===== src/rtl/seg_display_arbiter_if.sv =====
// Request/grant bus between the display requesters and the arbiter.
interface seg_display_arbiter_if;
    logic [3:0]   req;
    logic [127:0] req_data;
    logic [3:0]   grant;
    logic [1:0]   owner;
    logic         owner_valid;
    logic         switch_pulse;
    logic [31:0]  dis_num;

    // Requester side: drives requests and data, observes the arbitration result.
    modport master (
        output req, req_data,
        input  grant, owner, owner_valid, switch_pulse, dis_num
    );

    // Arbiter side.
    modport slave (
        input  req, req_data,
        output grant, owner, owner_valid, switch_pulse, dis_num
    );
endinterface


===== src/rtl/seg_display_arbiter.sv =====
// Round-robin arbiter sharing one seven-segment display driver between four
// requesters, with a minimum dwell time per owner while others are waiting.
module seg_display_arbiter #(
    parameter int unsigned DWELL_CYCLES = 100_000_000,
    parameter logic [31:0] IDLE_VALUE   = 32'h0000_0000
) (
    input  logic                  clk,
    input  logic                  rst,
    seg_display_arbiter_if.slave  bus
);
    localparam int unsigned N_REQ  = 4;
    localparam int unsigned CNT_W  = (DWELL_CYCLES > 1) ? $clog2(DWELL_CYCLES) : 1;
    localparam logic [CNT_W-1:0] CNT_MAX = CNT_W'(DWELL_CYCLES - 1);

    typedef enum logic {
        IDLE = 1'b0,
        HOLD = 1'b1
    } state_t;

    state_t             state_q, state_d;
    logic [N_REQ-1:0]   grant_q, grant_d;
    logic [1:0]         owner_q, owner_d;
    logic               valid_q, valid_d;
    logic               pulse_q, pulse_d;
    logic [31:0]        dis_q, dis_d;
    logic [CNT_W-1:0]   cnt_q, cnt_d;
    logic [1:0]         last_q, last_d;

    logic [N_REQ-1:0]   own_oh;
    logic [N_REQ-1:0]   others;
    logic [N_REQ-1:0]   cand;
    logic [1:0]         idx;
    logic [1:0]         win;
    logic               found;

    // State register with synchronous reset.
    always_ff @(posedge clk) begin
        if (rst) begin
            state_q <= IDLE;
            grant_q <= '0;
            owner_q <= 2'd0;
            valid_q <= 1'b0;
            pulse_q <= 1'b0;
            dis_q   <= IDLE_VALUE;
            cnt_q   <= '0;
            last_q  <= 2'd3;
        end else begin
            state_q <= state_d;
            grant_q <= grant_d;
            owner_q <= owner_d;
            valid_q <= valid_d;
            pulse_q <= pulse_d;
            dis_q   <= dis_d;
            cnt_q   <= cnt_d;
            last_q  <= last_d;
        end
    end

    // Next-state: pick the candidate set, run round-robin, update dwell counter.
    always_comb begin
        state_d = state_q;
        grant_d = grant_q;
        owner_d = owner_q;
        valid_d = valid_q;
        pulse_d = 1'b0;
        cnt_d   = cnt_q;
        last_d  = last_q;
        cand    = '0;
        idx     = 2'd0;
        win     = 2'd0;
        found   = 1'b0;
        own_oh  = N_REQ'(1) << owner_q;
        others  = bus.req & ~own_oh;

        // Display data follows the registered owner one edge later.
        dis_d = valid_q ? bus.req_data[{owner_q, 5'b0} +: 32] : IDLE_VALUE;

        case (state_q)
            IDLE: cand = bus.req;
            HOLD: begin
                // Release wins over preempt; both pick among the other requesters.
                if (!bus.req[owner_q]) begin
                    cand = others;
                end else if (cnt_q == CNT_MAX) begin
                    cand = others;
                end
            end
            default: cand = '0;
        endcase

        for (int k = 0; k < N_REQ; k++) begin
            idx = last_q + 2'(k + 1);
            if (!found && cand[idx]) begin
                found = 1'b1;
                win   = idx;
            end
        end

        if (found) begin
            state_d = HOLD;
            grant_d = N_REQ'(1) << win;
            owner_d = win;
            valid_d = 1'b1;
            pulse_d = 1'b1;
            cnt_d   = '0;
            last_d  = win;
        end else if (state_q == HOLD) begin
            if (!bus.req[owner_q]) begin
                state_d = IDLE;
                grant_d = '0;
                valid_d = 1'b0;
                cnt_d   = '0;
            end else if (cnt_q != CNT_MAX) begin
                cnt_d = cnt_q + 1'b1;
            end
        end
    end

    assign bus.grant        = grant_q;
    assign bus.owner        = owner_q;
    assign bus.owner_valid  = valid_q;
    assign bus.switch_pulse = pulse_q;
    assign bus.dis_num      = dis_q;

endmodule

===== src/flat_wrapper.sv =====
// flat-port wrapper written by rule: the top's interface ports become plain ports
module seg_display_arbiter_flat 
#(
    parameter int unsigned DWELL_CYCLES = 100_000_000,
    parameter logic [31:0] IDLE_VALUE   = 32'h0000_0000
)
  (clk, rst, bus_req, bus_req_data, bus_grant, bus_owner, bus_owner_valid, bus_switch_pulse, bus_dis_num);
  seg_display_arbiter_if bus_i ();
  input  logic clk;
  input  logic rst;
  input wire logic [$bits(bus_i.req)-1:0] bus_req;
  input wire logic [$bits(bus_i.req_data)-1:0] bus_req_data;
  output wire logic [$bits(bus_i.grant)-1:0] bus_grant;
  output wire logic [$bits(bus_i.owner)-1:0] bus_owner;
  output wire logic [$bits(bus_i.owner_valid)-1:0] bus_owner_valid;
  output wire logic [$bits(bus_i.switch_pulse)-1:0] bus_switch_pulse;
  output wire logic [$bits(bus_i.dis_num)-1:0] bus_dis_num;
  assign bus_i.req = bus_req;
  assign bus_i.req_data = bus_req_data;
  assign bus_grant = bus_i.grant;
  assign bus_owner = bus_i.owner;
  assign bus_owner_valid = bus_i.owner_valid;
  assign bus_switch_pulse = bus_i.switch_pulse;
  assign bus_dis_num = bus_i.dis_num;
  seg_display_arbiter #(.DWELL_CYCLES(DWELL_CYCLES), .IDLE_VALUE(IDLE_VALUE)) u_core (.clk(clk), .rst(rst), .bus(bus_i));
endmodule

===== config.mk =====
export PLATFORM = sky130hd
export DESIGN_NAME = seg_display_arbiter_flat
export DESIGN_NICKNAME = d
export VERILOG_FILES = /design/src/rtl/seg_display_arbiter_if.sv /design/src/rtl/seg_display_arbiter.sv /design/src/flat_wrapper.sv
export SDC_FILE = /design/constraint.sdc
export NUM_CORES = 1
export LEC_CHECK = 0
export CAP_MARGIN = 20
export CORE_MARGIN = 8
export CORE_UTILIZATION = 42
export CTS_CLUSTER_DIAMETER = 120
export DETAILED_ROUTE_END_ITERATION = 8
export HOLD_SLACK_MARGIN = 0.05
export PLACE_DENSITY = 0.85
export SLEW_MARGIN = 20
export SYNTH_ARGS = -nofsm -noshare
export SYNTH_HDL_FRONTEND = slang
export SYNTH_SLANG_ARGS = --single-unit
export TNS_END_PERCENT = 20

===== constraint.sdc =====
create_clock -name clk -period 3.1 [get_ports clk]
set_input_delay 0.465 -clock clk [delete_from_list [all_inputs] [get_ports clk]]
set_output_delay 0.465 -clock clk [all_outputs]
set_load 0.02 [all_outputs]

==> impl_metrics.csv <==
group,metric,value,unit
pwr,pwr-share-clk,0.234,
worst_setup_path,start_kind,"register",
logic_synthesis,netlist_instances,361,
pwr,ir_worst_vdd,0.358,mV
logic_synthesis,yosysWarnings,0,
placed_design,placed_area,5570,um2
sta,tightest_slew,0.892,ns
final_layout,area_growth,54.2,%
pwr,combPwrFrac,0.434,
sta,hold_viol_final,0,
routing,vias,3667,
hold_path,whs_path_depth,2,
pwr,p_seq_frac,0.333,
logic_synthesis,synth-edff-count,0,
logic_synthesis,synth_top_family_by_area,"simple AND/OR/NAND/NOR gates",
final_layout,fin_cells,641,
cts,clk_latency,0.34,ns
flow_run,cap_violations,0,
final_layout,layout-drive-gt1-share,0.131,
floorplan,fp.coreArea,8680,um2
pwr,swShare,0.337,
sta,rsz0062_at_grt,"no",
logic_synthesis,yosys.area_share.xor_xnor,0.0536,
logic_synthesis,synthDistinctLibCells,53,
routing,drt_pass1_iterations,5,
floorplan,die_h,111,um
pwr,p_per_area,610,nW/um2
sta,drv_slew,0,
pwr,p_int,2.34,mW
logic_synthesis,ys_ff_latch,70,
cts,ctsHoldBuffers,0,
cts,htree_num_levels,3,
cts,cts_resized,0,
worst_setup_path,path_class,"register to register",
routing,routed_wl,13.5,mm
logic_synthesis,ys_seq_area_frac,0.373,
cts,clk_pin_slew,0.08,ns
routing,drc,0,
sta,fin_crit_sh,0.820,
logic_synthesis,syn-cell-area,3750,um2
hold_path,holdPathEnd,"u_core.bus.grant[2]",
sta,fmax,0.394,GHz
cts,cts_inserted_buffers,9,
worst_setup_path,end_kind,"register",
final_layout,nets,663,
worst_setup_path,r2r_end,"u_core.cnt_q[26]",
sta,post-route-min-period,2.54,ns
pwr,power_leakage,2.11,nW
worst_setup_path,reg2regPathDepth,5,
worst_setup_path,crit_slowest_cell,"mux4_2",
cts,cts_root_buf,"clkbuf_8",
grt,grt_pass1_vias,3647,
grt,grt_pass1_wl,21.0,mm
grt,grt_antenna_before_repair,0,
final_layout,n_fill_cell,649,
routing,wl_per_cell,21.1,um
placed_design,place.detailed.hpwl,10.6,mm
worst_setup_path,rr_startpoint,"u_core.bus.owner[1]",
final_layout,post-route-cell-area,5790,um2
sta,relSlewSlack,0.405,
floorplan,io_pins,174,
placed_design,gp_congestion,0.839,
floorplan,num_rows,34,
logic_synthesis,syn_avg_cell_area,10.4,um2
cts,cts_setup_buffers,0,
worst_setup_path,worstPathCellList,"mux4_2 > a41oi_4 > nand4_1 > or3_1 > a21oi_1",
logic_synthesis,syn-num-nets,496,
logic_synthesis,synth-compound-area-share,0.0950,
routing,via_per_inst,5.72,
logic_synthesis,synthFlopType,"dfxtp_1",
final_layout,antennaDiodeCount,0,
grt,grt_overflow_total,0,
worst_setup_path,max_stage_delay,0.67,ns
sta,skew,0.00691,ns
pwr,p_sw,1.19,mW
cts,clkSinkCount,70,
floorplan,die_x,111,um
floorplan,initial_utilization,0.433,
logic_synthesis,synthMuxAreaShare,0.207,
cts,clk_path_buf_depth,2,
hold_path,min_path_type,"register to register",
cts,cts_tree,"yes",
logic_synthesis,synth_fa_ha_area_frac,0.00333,
floorplan,die-area,12200,um2
placed_design,place_inst,625,
hold_path,min_from,"u_core.bus.grant[2]",
logic_synthesis,async_flop_share,0,
placed_design,io_buffers,173,
worst_setup_path,worstPathRequired,3.37,ns
sta,setup_viol,0,
routing,ant_nets,0,
logic_synthesis,synth_simple_gate_area_frac,0.229,
worst_setup_path,cp.arrival,2.81,ns
worst_setup_path,regToRegSetupSlack,0.56,ns
grt,grt_max_degree,36,
routing,initialDrtViolationCount,204,
worst_setup_path,critPathMaxFanout,23,
run_status,status,"complete, no violations",
sta,fin_tns_setup,0,ns
sta,whs,0.466,ns
grt,track_usage,0.216,
==> worst max-delay path, delay by kind of cell, from the launching register on <==
kind	cells	cell delay, ns
AO/OA/AOI/OAI	2	0.51
flip-flops	1	0.66
multiplexers	1	0.67
AND/OR/NAND/NOR	2	0.62
==> synth_stat cells, drive strengths merged, types with 4 or more instances <==
| library cell | instances | share of area |
|---|---|---|
| buf | 12 | 0.017 |
| nand4 | 8 | 0.013 |
| o21ai | 11 | 0.018 |
| or3 | 5 | 0.0083 |
| mux4 | 33 | 0.20 |
| nor3 | 8 | 0.011 |
| nand2 | 15 | 0.015 |
| xnor2 | 8 | 0.019 |
| inv | 10 | 0.010 |
| a21oi | 11 | 0.015 |
| nand3 | 18 | 0.024 |
| xor2 | 15 | 0.035 |
| and4 | 9 | 0.021 |
| nor4 | 6 | 0.016 |
| dfxtp | 70 | 0.37 |
| clkbuf | 12 | 0.012 |
| nor2 | 33 | 0.034 |
| and3 | 36 | 0.060 |
| a31oi | 4 | 0.011 |
==> logic make-up (layout without fill, tap and decap cells) <==
| kind of cell | count (synthesis) | after routing |
|---|---|---|
| AND/OR/NAND/NOR | 151 | 151 |
| flip-flops | 70 | 70 |
| multiplexers | 36 | 36 |
| buffers and inverters | 34 | 206 |
| adder cells (fa/ha/maj) | 1 | 1 |
| AO/OA/AOI/OAI | 46 | 46 |
| XOR/XNOR | 23 | 23 |
==> final cells by class <==
type	count	area [um2]	area share
Inverter	10	37.5	0.00648
Sequential cell	70	1400	0.242
Tap cell	108	135	0.0233
Clock inverter	5	82.6	0.0143
Multi-Input combinational cell	257	2210	0.381
Clock buffer	11	141	0.0244
Timing Repair Buffer	180	1780	0.308
==> flip-flops by register name, summed over array words and instances, names as in the netlist <==
register	cells
u_core.bus.dis_num	32
u_core.cnt_q	27
u_core.bus.grant	4
u_core.bus.owner	2
u_core.last_q	2
u_core.bus.owner_valid	1
u_core.bus.switch_pulse	1
u_core.state_q	1
==> metal layers <==
layer,GRT usage,share of wire
met5,0,0
met4,0.0712,0.024
met3,0.0568,0.066
met2,0.390,0.53
met1,0.240,0.38
==> layout by cell type, fill, tap and decap left out, types with 9 or more instances in the layout <==
cell type / n
clkdlybuf4s50_1: 173
dfxtp_1: 68
and3_1: 36
mux4_2: 33
nor2_1: 32
nand3_1: 18
nand2_1: 15
xor2_1: 15
a21oi_1: 11
inv_1: 10
o21ai_0: 10
clkbuf_8: 10
and4_1: 9
==> how the worst max path moves through the flow <==
| stage | cells past startpoint | endpoint | slack, ns | startpoint |
|---|---|---|---|---|
| CTS | 5 | u_core.cnt_q[26] | 0.54 | u_core.bus.owner[1] |
| finish | 5 | u_core.cnt_q[26] | 0.56 | u_core.bus.owner[1] |
| detailed placement | 6 | u_core.cnt_q[26] | 0.31 | bus_req[1] |
| global route | 5 | u_core.cnt_q[26] | 0.41 | u_core.bus.owner[1] |
| floorplan | 6 | u_core.bus.grant[0] | 0.79 | u_core.bus.owner[1] |
| global placement | 6 | u_core.bus.grant[0] | 0.38 | bus_req[1] |
==> per-stage QoR <==
step	setup slack (ns)	total power [mW]	util
after floorplan	0.791	2.15	-
after global placement	0.382	2.68	0.642
after detailed placement	0.314	2.72	0.642
after CTS	0.541	3.56	0.667
after global routing	0.410	3.71	0.667
final	0.559	3.53	0.667
==> power groups by stage <==
stage               registers (mW)  clock network [mW]  logic, mW
floorplan                     1.23                   0      0.922
global placement              1.19                   0       1.49
detailed placement            1.20                   0       1.52
CTS                           1.18               0.845       1.54
global route                  1.20               0.878       1.63
finish                        1.17               0.825       1.53
No activity file was read; power rests on OpenSTA's default activity.
